--- src/rtl/sprite_row_fetcher.sv ---
// Sprite row fetcher: walks one sprite row out of a bit-serial sprite ROM
// (one pixel per cycle, one-cycle ROM latency) and presents it as a parallel line.
module sprite_row_fetcher #(
    parameter int SPR_W  = 16,
    parameter int SPR_H  = 8,
    parameter int ADDR_W = 19
) (
    input  logic              Clk,
    input  logic              Reset_n,
    input  logic              req_valid,
    output logic              req_ready,
    input  logic [7:0]        req_row,
    input  logic [3:0]        req_sel,
    input  logic              flush,
    output logic [ADDR_W-1:0] read_address,
    output logic [3:0]        rom_sel,
    input  logic              data_Out,
    output logic              line_valid,
    output logic [SPR_W-1:0]  line_data,
    input  logic              line_ack
);

    localparam int CW = (SPR_W > 1) ? $clog2(SPR_W) : 1;

    typedef enum logic [1:0] {IDLE, FETCH, DRAIN, HOLD} state_t;

    state_t            state_q, state_d;
    logic [CW-1:0]     col_q, col_d;
    logic [7:0]        row_q, row_d;
    logic [3:0]        sel_q, sel_d;
    logic              oor_q, oor_d;
    logic [SPR_W-1:0]  line_data_q, line_data_d;
    logic              line_valid_q, line_valid_d;
    logic [CW-1:0]     cap_idx;
    logic              cap_en;

    always_comb begin
        state_d      = state_q;
        col_d        = col_q;
        row_d        = row_q;
        sel_d        = sel_q;
        oor_d        = oor_q;
        line_data_d  = line_data_q;
        line_valid_d = line_valid_q;
        cap_en       = 1'b0;
        // ROM data seen now belongs to the column addressed one cycle earlier
        cap_idx      = col_q - CW'(1);

        case (state_q)
            IDLE: begin
                if (req_valid) begin
                    state_d = FETCH;
                    col_d   = '0;
                    row_d   = req_row;
                    sel_d   = req_sel;
                    oor_d   = ({24'd0, req_row} >= 32'(SPR_H));
                end
            end
            FETCH: begin
                cap_en = (col_q != '0);
                if (col_q == CW'(SPR_W - 1)) begin
                    state_d = DRAIN;
                end else begin
                    col_d = col_q + CW'(1);
                end
            end
            DRAIN: begin
                cap_en       = 1'b1;
                cap_idx      = CW'(SPR_W - 1);
                col_d        = '0;
                line_valid_d = 1'b1;
                state_d      = HOLD;
            end
            HOLD: begin
                if (line_ack) begin
                    line_valid_d = 1'b0;
                    state_d      = IDLE;
                end
            end
            default: state_d = IDLE;
        endcase

        if (cap_en) begin
            line_data_d[cap_idx] = data_Out & ~oor_q;
        end

        // flush wins over accept and ack alike
        if (flush) begin
            state_d      = IDLE;
            col_d        = '0;
            line_valid_d = 1'b0;
        end
    end

    always_ff @(posedge Clk or negedge Reset_n) begin
        if (!Reset_n) begin
            state_q      <= IDLE;
            col_q        <= '0;
            row_q        <= '0;
            sel_q        <= '0;
            oor_q        <= 1'b0;
            line_data_q  <= '0;
            line_valid_q <= 1'b0;
        end else begin
            state_q      <= state_d;
            col_q        <= col_d;
            row_q        <= row_d;
            sel_q        <= sel_d;
            oor_q        <= oor_d;
            line_data_q  <= line_data_d;
            line_valid_q <= line_valid_d;
        end
    end

    assign req_ready    = (state_q == IDLE);
    assign rom_sel      = sel_q;
    assign line_valid   = line_valid_q;
    assign line_data    = line_data_q;
    assign read_address = (state_q == FETCH && !oor_q)
                        ? ADDR_W'(row_q) * ADDR_W'(SPR_W) + ADDR_W'(col_q)
                        : '0;

endmodule
--- config.mk ---
export PLATFORM = sky130hd
export DESIGN_NAME = sprite_row_fetcher
export DESIGN_NICKNAME = d
export VERILOG_FILES = /design/src/rtl/sprite_row_fetcher.sv
export SDC_FILE = /design/constraint.sdc
export NUM_CORES = 1
export LEC_CHECK = 0
export CORE_MARGIN = 4
export CORE_UTILIZATION = 40
export DETAILED_ROUTE_END_ITERATION = 7
export GPL_ROUTABILITY_DRIVEN = 0
export PLACE_DENSITY = 0.67
export SLEW_MARGIN = 20
export SYNTH_ARGS = -nofsm -noshare
export SYNTH_HDL_FRONTEND = slang
export SYNTH_SLANG_ARGS = --single-unit
--- constraint.sdc ---
create_clock -name Clk -period 2.63 [get_ports Clk]
set_input_delay 0.3945 -clock Clk [delete_from_list [all_inputs] [get_ports Clk]]
set_output_delay 0.3945 -clock Clk [all_outputs]
set_load 0.03 [all_outputs]
==> flow_summary.yaml, run 1 <==
placement:
  post-dp-hpwl_mm: 3.050
  dp.cells: 295
  port_buffers: 51
routing:
  wl_per_cell_um: 13.65
  first_pass_iters: 4
  drt-total-wl_mm: 4.135
  num_vias: 1500
  drc: 0
  avgViaCountPerCell: 4.950
  ant_nets: 0
  drt-initial-drc-count: 98
logic_synthesis:
  synth.distinct_cells: 42
  syn-cell-area_um2: 1969
  synth_ff_type: "dfrtp_1"
  netlist_instances: 182
  postSynth.asyncResetShare_pct: 100.0
  ys_ff_latch: 36
  synth_area_per_cell_um2: 10.82
  yosysWarnings: 0
  synth_edf_count: 0
  ys_seq_area_share_pct: 45.74
worst_setup_path:
  cpMaxStageDelayCell: "dfrtp_1"
  start_kind: "flop"
  cp.arrival_ps: 2020
  path_class: "flop to primary output"
  required_ps: 2240
  reg2reg_slack_ps: 520
  path_cells: "inv_1 -> ha_1 -> inv_1 -> nor2_1 -> buf_4 -> and2_1 -> dlygate4sd2_1"
  r2r_cells: 6
  cpPeakStageDelay_ps: 430
  cp_common_cell: "inv_1"
  critPathTopFamily: "buffers and inverters"
  crit_path_end_kind: "primary output"
  critPathBufInv: 4
  worst-path-max-fanout: 10
  cp.depth: 7
cts:
  cts_tree: "built"
  clk_latency_ps: 280
  ctsLongestPathBuffers: 2
  cts_resized: 10
  cts_root_buffer: "clkbuf_8"
  cts.sink_count: 36
  postCtsHoldBufs: 0
  clk_pin_slew_ps: 70
  cts_setup_buffers: 0
  htree_levels: 2
  cts-buffers-inserted: 5
pwr:
  p_comb_share_pct: 45.5
  irDropWorstVdd_mv: 0.4272
  p_total_mw: 2.172
  power_switching_share_pct: 39.01
  pwr-share-clk_pct: 18.7
  power.static_leakage_nw: 1.204
  pwr-share-seq_pct: 35.9
  p_int_mw: 1.324
  switchingPower_mw: 0.8472
  power_density_nw_per_um2: 840.9
global_route:
  grt_pass1_wl_mm: 6.975
  grt_max_degree: 37
  grt_pass1_vias: 1478
  antenna_found_initial: 0
  grt_overflow: 0
  track_usage_pct: 14.32
timing:
  fin_skew_ps: 2.008
  hold-worst-slack_ps: 200.4
  fmax_mhz: 414.2
  setup-violations-final: 0
  setup_tns_ps: 0
  rsz0062_at_grt: "no"
  period_share_pct: 91.79
  hold_viol: 0
  slew_viol_final: 0
  worstMarginPinSlew_ps: 803.3
  maxSlewHeadroom_pct: 46.45
  period_needed_ps: 2414
floorplanning:
  chipWidth_um: 78.17
  dieArea_um2: 6110
  rows: 25
  core-area_um2: 4755
  ios: 59
  die_h_um: 78.17
  initial_core_util_pct: 41.42
final_layout:
  final-seq-area_um2: 900.9
  drive_gt1_share_pct: 15.68
  utilization_pct: 54.32
  multi_input_area_um2: 964.7
  areaGrowthSynthToFinish_pct: 31.13
  n_fill_cell: 435
  fin_nets: 259
  final_cells: 303
  diodes: 0
outcome:
  status: "completed"
flow_run:
  cap_viol_max_count: 0
worst_hold_path:
  hp-class: "primary input to async pin"
[power by group through the flow]
stage	clock, mW	sequential (mW)	combinational [mW]
2_1_floorplan	0	0.851	0.623
3_3_place_gp	0	0.794	1.00
3_5_place_dp	0	0.788	1.01
4_1_cts	0.419	0.780	0.995
5_1_grt	0.438	0.800	1.08
6_report	0.406	0.779	0.987
[through the flow]
step | cell area (um2) | setup WS [ps]
6_report | 2582 | 215.9
5_1_grt | 2582 | 34.99
4_1_cts | 2577 | 86.73
3_5_place_dp | 2496 | 271.0
3_3_place_gp | 2496 | 300.0
2_1_floorplan | 1992 | 715.4
[logic make-up (layout without fill, tap and decap cells)]
kind of cell	after synthesis	count (layout)	share of synthesized area [%]
other	1	7	0.1904
and+or+nand+nor	60	60	17.15
DFF	36	36	45.74
muxes	29	29	16.52
buffers and inverters	20	68	6.417
adders and majority gates	6	6	3.812
AOI/OAI and AO/OA	30	30	10.17
[final cells by class]
type,instances,area share (%)
well taps,67,3.246
multi-input cells,132,37.35
clock buffers,7,3.343
inverters,7,1.017
flip-flops and latches,36,34.88
clock inverters,1,0.2907
repair buffers,53,19.86
[worst paths after layout]
| check | start | to |
|---|---|---|
| worst max-delay path | state_q[1] | read_address[7] |
| worst max register to register | col_q[0] | line_data[14] |
| min in group Clk | line_data[3] | line_data[3] |
| max in group asynchronous | Reset_n | line_valid |
| worst min register to register | line_data[3] | line_data[3] |
| worst min-delay path | Reset_n | line_data[2] |
[layer usage]
metal / vias up / track usage, % / wire length [um] / part of all wire (%)
met2: 51 / 21.75 / 1807 / 44
li1: 734 / - / - / -
met4: 0 / 3.671 / 18 / 0.44
met3: 2 / 6.422 / 374 / 9.0
met5: - / 0 / 0 / 0
met1: 713 / 18.60 / 1935 / 47
[cell usage in the layout, fill, tap and decap left out, types with 2 or more instances in the layout]
master            n
clkdlybuf4s50_1  38
dfrtp_1          36
mux2_2           19
nor2_1           17
a21oi_1          12
and2_1           10
dlygate4sd2_1    10
mux2_1            9
inv_1             7
conb_1            7
ha_1              6
clkbuf_8          6
nor3_1            5
nand3_1           5
nand2_1           5
o21ai_1           3
nand3b_1          3
nand2b_1          2
a31oi_1           2
o311ai_0          2
o21ai_0           2
and2b_2           2
a32oi_1           2
a31oi_2           2
dlymetal6s2s_1    2
buf_4             2
[state kept, by name, summed over array words and instances (netlist names)]
name and count:
line_data 16, row_q 8, col_q 4, rom_sel 4, state_q 2, line_valid 1
oor_q 1
[cells in the mapped netlist (2+ instances only)]
cell type | number | area, um2
nand3_1 | 5 | 25.02
clkbuf_1 | 3 | 11.26
mux2_1 | 9 | 101.4
dfrtp_1 | 36 | 900.9
nand3b_1 | 3 | 22.52
and2_1 | 10 | 62.56
buf_4 | 7 | 52.55
inv_1 | 7 | 26.28
nor3_1 | 5 | 25.02
nand2b_1 | 2 | 12.51
a31oi_2 | 2 | 25.02
o21ai_1 | 3 | 15.01
and2b_2 | 2 | 17.52
a32oi_1 | 2 | 17.52
a31oi_1 | 2 | 12.51
o21ai_0 | 2 | 10.01
a21oi_1 | 12 | 60.06
o311ai_0 | 2 | 17.52
ha_1 | 6 | 75.07
nor2_1 | 17 | 63.81
buf_6 | 2 | 22.52
nand2_1 | 5 | 18.77
mux2_2 | 19 | 214.0
Power figures use the tool's default switching activity.
==> inputs of run 2 (changes only) <==
--- a/config.mk
+++ b/config.mk
@@ -7,6 +7,7 @@
 export LEC_CHECK = 0
 export CORE_MARGIN = 4
 export CORE_UTILIZATION = 40
+export CTS_BUF_LIST = sky130_fd_sc_hd__clkbuf_4 sky130_fd_sc_hd__clkbuf_8
 export DETAILED_ROUTE_END_ITERATION = 7
 export GPL_ROUTABILITY_DRIVEN = 0
 export PLACE_DENSITY = 0.67
==> flow_summary.yaml, run 2 (same netlist as run 1, synthesis figures left out) <==
cts:
  ctsLongestPathBuffers: 2
  cts.sink_count: 36
  cts-buffers-inserted: 5
  postCtsHoldBufs: 0
  clk_pin_slew_ps: 70
  cts_tree: "built"
  htree_levels: 2
  cts_root_buffer: "clkbuf_8"
  clk_latency_ps: 280
global_route:
  grt_pass1_wl_mm: 6.975
  grt_overflow: 0
  grt_pass1_vias: 1479
  met3_usage_pct: 6.422
  grtUsageMet1_pct: 18.60
  track_usage_pct: 14.32
  grt.busiest_layer: "met2"
  met2_usage_pct: 21.75
  grt_max_degree: 37
  antenna_found_initial: 0
pwr:
  power_density_nw_per_um2: 843.3
  p_total_mw: 2.181
  irDropWorstVdd_mv: 0.4241
  power.static_leakage_nw: 1.207
placement:
  port_buffers: 51
  place_ws_ps: 271.0
  place_area_um2: 2496
  post-dp-hpwl_mm: 3.050
floorplanning:
  initial_core_util_pct: 41.42
  chipWidth_um: 78.17
  rows: 25
  ios: 59
  die_h_um: 78.17
  dieArea_um2: 6110
  core-area_um2: 4755
routing:
  num_vias: 1503
  wl_per_cell_um: 13.62
  drc: 0
  drt-total-wl_mm: 4.127
  ant_nets: 0
  avgViaCountPerCell: 4.960
  drt-initial-drc-count: 101
  first_pass_iters: 4
flow_run:
  cap_viol_max_count: 0
timing:
  slew_viol_final: 0
  period_needed_ps: 2418
  period_share_pct: 91.92
  worstMarginPinSlew_ps: 803.2
  hold_viol: 0
  worst_slack_ps: 212.4
  maxSlewHeadroom_pct: 46.46
  rsz0062_at_grt: "no"
  hold-worst-slack_ps: 204.1
  fin_skew_ps: 2.611
  setup_tns_ps: 0
  setup-violations-final: 0
  fmax_mhz: 413.6
final_layout:
  largest_reg_flops: 16
  multi_input_area_um2: 964.7
  n_fill_cell: 436
  final-seq-area_um2: 900.9
  fin_nets: 259
  fin_area_um2: 2586
  areaGrowthSynthToFinish_pct: 31.32
  drive_gt1_share_pct: 16.10
  layout_commonest_cell: "clkdlybuf4s50_1"
  diodes: 0
  mostFrequentLayoutCells: "clkdlybuf4s50_1 (38), dfrtp_1 (36), mux2_2 (19)"
worst_hold_path:
  hp-class: "primary input to async pin"
worst_setup_path:
  worst-path-max-fanout: 10
  r2r_cells: 6
  reg2reg_from: "col_q[0]"
  crit_path_end_kind: "primary output"
  cpMaxStageDelayCell: "dfrtp_1"
  cp_common_cell: "inv_1"
  path_class: "flop to primary output"
  start_kind: "flop"
  cp.arrival_ps: 2020
  crit_start: "state_q[1]"
  path_cells: "inv_1 -> ha_1 -> inv_1 -> nor2_1 -> buf_4 -> and2_1 -> dlygate4sd2_1"
  cpPeakStageDelay_ps: 430
  required_ps: 2240
outcome:
  status: "completed"
-- run 2: critical path: cells and delay by family (launching register included) --
| kind | cells | cell delay [ps] |
|---|---|---|
| fa+ha+maj | 1 | 260 |
| buf+inv | 4 | 810 |
| flops | 1 | 430 |
| simple gates | 2 | 240 |
-- run 2: report_power, final --
part | internal, mW | leakage [nW] | total [mW] | switching [mW]
sequential | 0.688 | 0.470 | 0.779 | 0.0907
clock | 0.223 | 0.0479 | 0.414 | 0.191
combinational | 0.424 | 0.690 | 0.988 | 0.564
-- run 2: final cells by class --
class | instances | area share (%)
clock buffers | 7 | 3.483
clock inverters | 1 | 0.2903
inverters | 7 | 1.016
multi-input cells | 132 | 37.30
flip-flops and latches | 36 | 34.83
well taps | 67 | 3.241
repair buffers | 53 | 19.84
-- run 2: what timing repair did --
item	4_1_cts	5_1_grt
gates resized for setup	10	2
setup buffers	0	0
setup endpoints to repair	10	2
-- run 2: metrics by stage --
step,instances,utilization (%)
after detailed placement,295,52.50
final,303,54.39
after CTS,303,54.29
after global routing,303,54.39
after global placement,295,52.50
after floorplan,188,-
-- run 2: final timing paths --
path	endpoint	slack [ps]
worst max-delay path	read_address[7]	210
worst min-delay path	line_data[2]	200
worst max register to register	line_data[14]	510
worst min register to register	line_data[3]	480
max in group asynchronous	line_valid	1920
min in group Clk	line_data[3]	480
-- run 2: per-layer routing --
metal	up-vias	routed length, um
met2	59	1810
met3	2	401
met5	-	0
met1	707	1897
li1	735	-
met4	0	18
==> inputs of run 3 (changes only) <==
--- a/config.mk
+++ b/config.mk
@@ -5,13 +5,13 @@
 export SDC_FILE = /design/constraint.sdc
 export NUM_CORES = 1
 export LEC_CHECK = 0
-export CORE_MARGIN = 4
+export CORE_MARGIN = 2
 export CORE_UTILIZATION = 40
 export CTS_BUF_LIST = sky130_fd_sc_hd__clkbuf_4 sky130_fd_sc_hd__clkbuf_8
 export DETAILED_ROUTE_END_ITERATION = 7
 export GPL_ROUTABILITY_DRIVEN = 0
 export PLACE_DENSITY = 0.67
-export SLEW_MARGIN = 20
+export SLEW_MARGIN = 25
 export SYNTH_ARGS = -nofsm -noshare
 export SYNTH_HDL_FRONTEND = slang
 export SYNTH_SLANG_ARGS = --single-unit
==> flow_summary.yaml, run 3 (same netlist as run 1, synthesis figures left out) <==
outcome:
  status: "completed"
final_layout:
  drive_gt1_share_pct: 15.74
  areaGrowthSynthToFinish_pct: 30.50
  fin_nets: 259
  largest_reg_flops: 16
  mostFrequentLayoutCells: "clkdlybuf4s50_1 (38), dfrtp_1 (36), mux2_2 (19)"
  layout_commonest_cell: "clkdlybuf4s50_1"
  utilization_pct: 54.41
  n_fill_cell: 432
  diodes: 0
floorplanning:
  initial_core_util_pct: 41.70
  rows: 25
  core-area_um2: 4723
  ios: 59
  dieArea_um2: 5500
  die_h_um: 74.17
  chipWidth_um: 74.17
cts:
  clk_latency_ps: 290
  cts_setup_buffers: 0
  cts-buffers-inserted: 5
  ctsLongestPathBuffers: 2
  clk_pin_slew_ps: 70
  htree_levels: 2
  cts_root_buffer: "clkbuf_8"
  cts.sink_count: 36
  cts_tree: "built"
timing:
  period_share_pct: 92.87
  maxSlewHeadroom_pct: 46.08
  period_needed_ps: 2442
  slew_viol_final: 0
  worstMarginPinSlew_ps: 808.9
  setup-violations-final: 0
  fin_skew_ps: 4.378
  setup_tns_ps: 0
  rsz0062_at_grt: "no"
  fmax_mhz: 409.4
  hold_viol: 0
global_route:
  grt_max_degree: 37
  grt_overflow: 0
  track_usage_pct: 16.54
  grt_pass1_wl_mm: 6.913
  grt_pass1_vias: 1455
  antenna_found_initial: 0
routing:
  drt-initial-drc-count: 107
  num_vias: 1512
  first_pass_iters: 4
  ant_nets: 0
  wl_per_cell_um: 13.66
  avgViaCountPerCell: 5.007
  drc: 0
  drt-total-wl_mm: 4.125
pwr:
  irDropWorstVdd_mv: 0.3918
  p_int_mw: 1.292
  power_density_nw_per_um2: 837.2
  p_total_mw: 2.152
  power_switching_share_pct: 39.96
  p_comb_share_pct: 46.3
  power.static_leakage_nw: 1.199
  switchingPower_mw: 0.8598
  pwr-share-seq_pct: 36.2
  pwr-share-clk_pct: 17.6
worst_hold_path:
  hp-class: "primary input to async pin"
worst_setup_path:
  r2r_cells: 6
  worst-path-max-fanout: 10
  cp.arrival_ps: 2050
  reg2reg_slack_ps: 500
  crit_path_end_kind: "primary output"
  start_kind: "flop"
  path_class: "flop to primary output"
  reg2reg_from: "col_q[0]"
  required_ps: 2240
  r2r_end: "line_data[14]"
placement:
  port_buffers: 51
  post-dp-hpwl_mm: 2.936
flow_run:
  cap_viol_max_count: 0
[run 3: cell types whose count changed in the layout (fill, tap and decap cells not counted), sizes merged]
cell    change
clkinv      +1
clkbuf      -2
[run 3: final cells by class]
cell class                 instances  area (um2)  share of cell area (%)
multi-input combinational        132       964.7                   37.54
sequential                        36       900.9                   35.05
timing repair buffer              53       513.0                   19.96
tap                               67       83.83                   3.262
clock buffer                       5       68.82                   2.678
inverter                           7       26.28                   1.022
clock inverter                     2       12.51                  0.4869
[run 3: repair_timing]
action / CTS / global route
hold buffers: 0 / 0
gates resized for setup: 10 / 2
endpoints found under the setup margin: 10 / 2
[run 3: power by group through the flow]
stage | clock network (mW) | registers [mW] | logic [mW]
after floorplan | 0 | 0.851 | 0.623
after global placement | 0 | 0.794 | 1.00
after detailed placement | 0 | 0.787 | 1.01
after CTS | 0.390 | 0.779 | 0.996
after global routing | 0.421 | 0.801 | 1.09
final | 0.378 | 0.778 | 0.996
[run 3: worst max-delay path by stage]
stage	depth (start not counted)	slack (ps)	to	from
global placement	7	290	read_address[3]	state_q[1]
global route	7	40	read_address[10]	state_q[1]
CTS	5	40	read_address[0]	state_q[1]
detailed placement	7	250	read_address[3]	state_q[1]
finish	7	190	read_address[10]	state_q[1]
floorplan	7	720	line_data[15]	col_q[0]
[run 3: metrics by stage]
stage	area [um2]	cells	hold WS [ps]	setup slack, ps
6_report	2570	302	191.1	187.6
5_1_grt	2570	302	257.4	37.10
4_1_cts	2565	302	223.4	44.63
3_5_place_dp	2496	295	479.0	245.8
3_3_place_gp	2496	295	471.1	293.6
2_1_floorplan	1992	188	98.91	715.4
[run 3: worst max-delay path, stage by stage (launching register included)]
cell           delay [ps]
dfrtp_1               440
inv_1                 120
ha_1                  270
inv_1                 120
nor2_1                110
buf_4                 160
and2_1                140
dlygate4sd2_1         400
[run 3: layer usage]
layer	vias up	track usage [%]	wire length, um
met4	0	4.848	36
met2	47	23.41	1824
met1	726	23.71	1982
li1	735	-	-
met3	4	6.098	281
met5	-	0	0
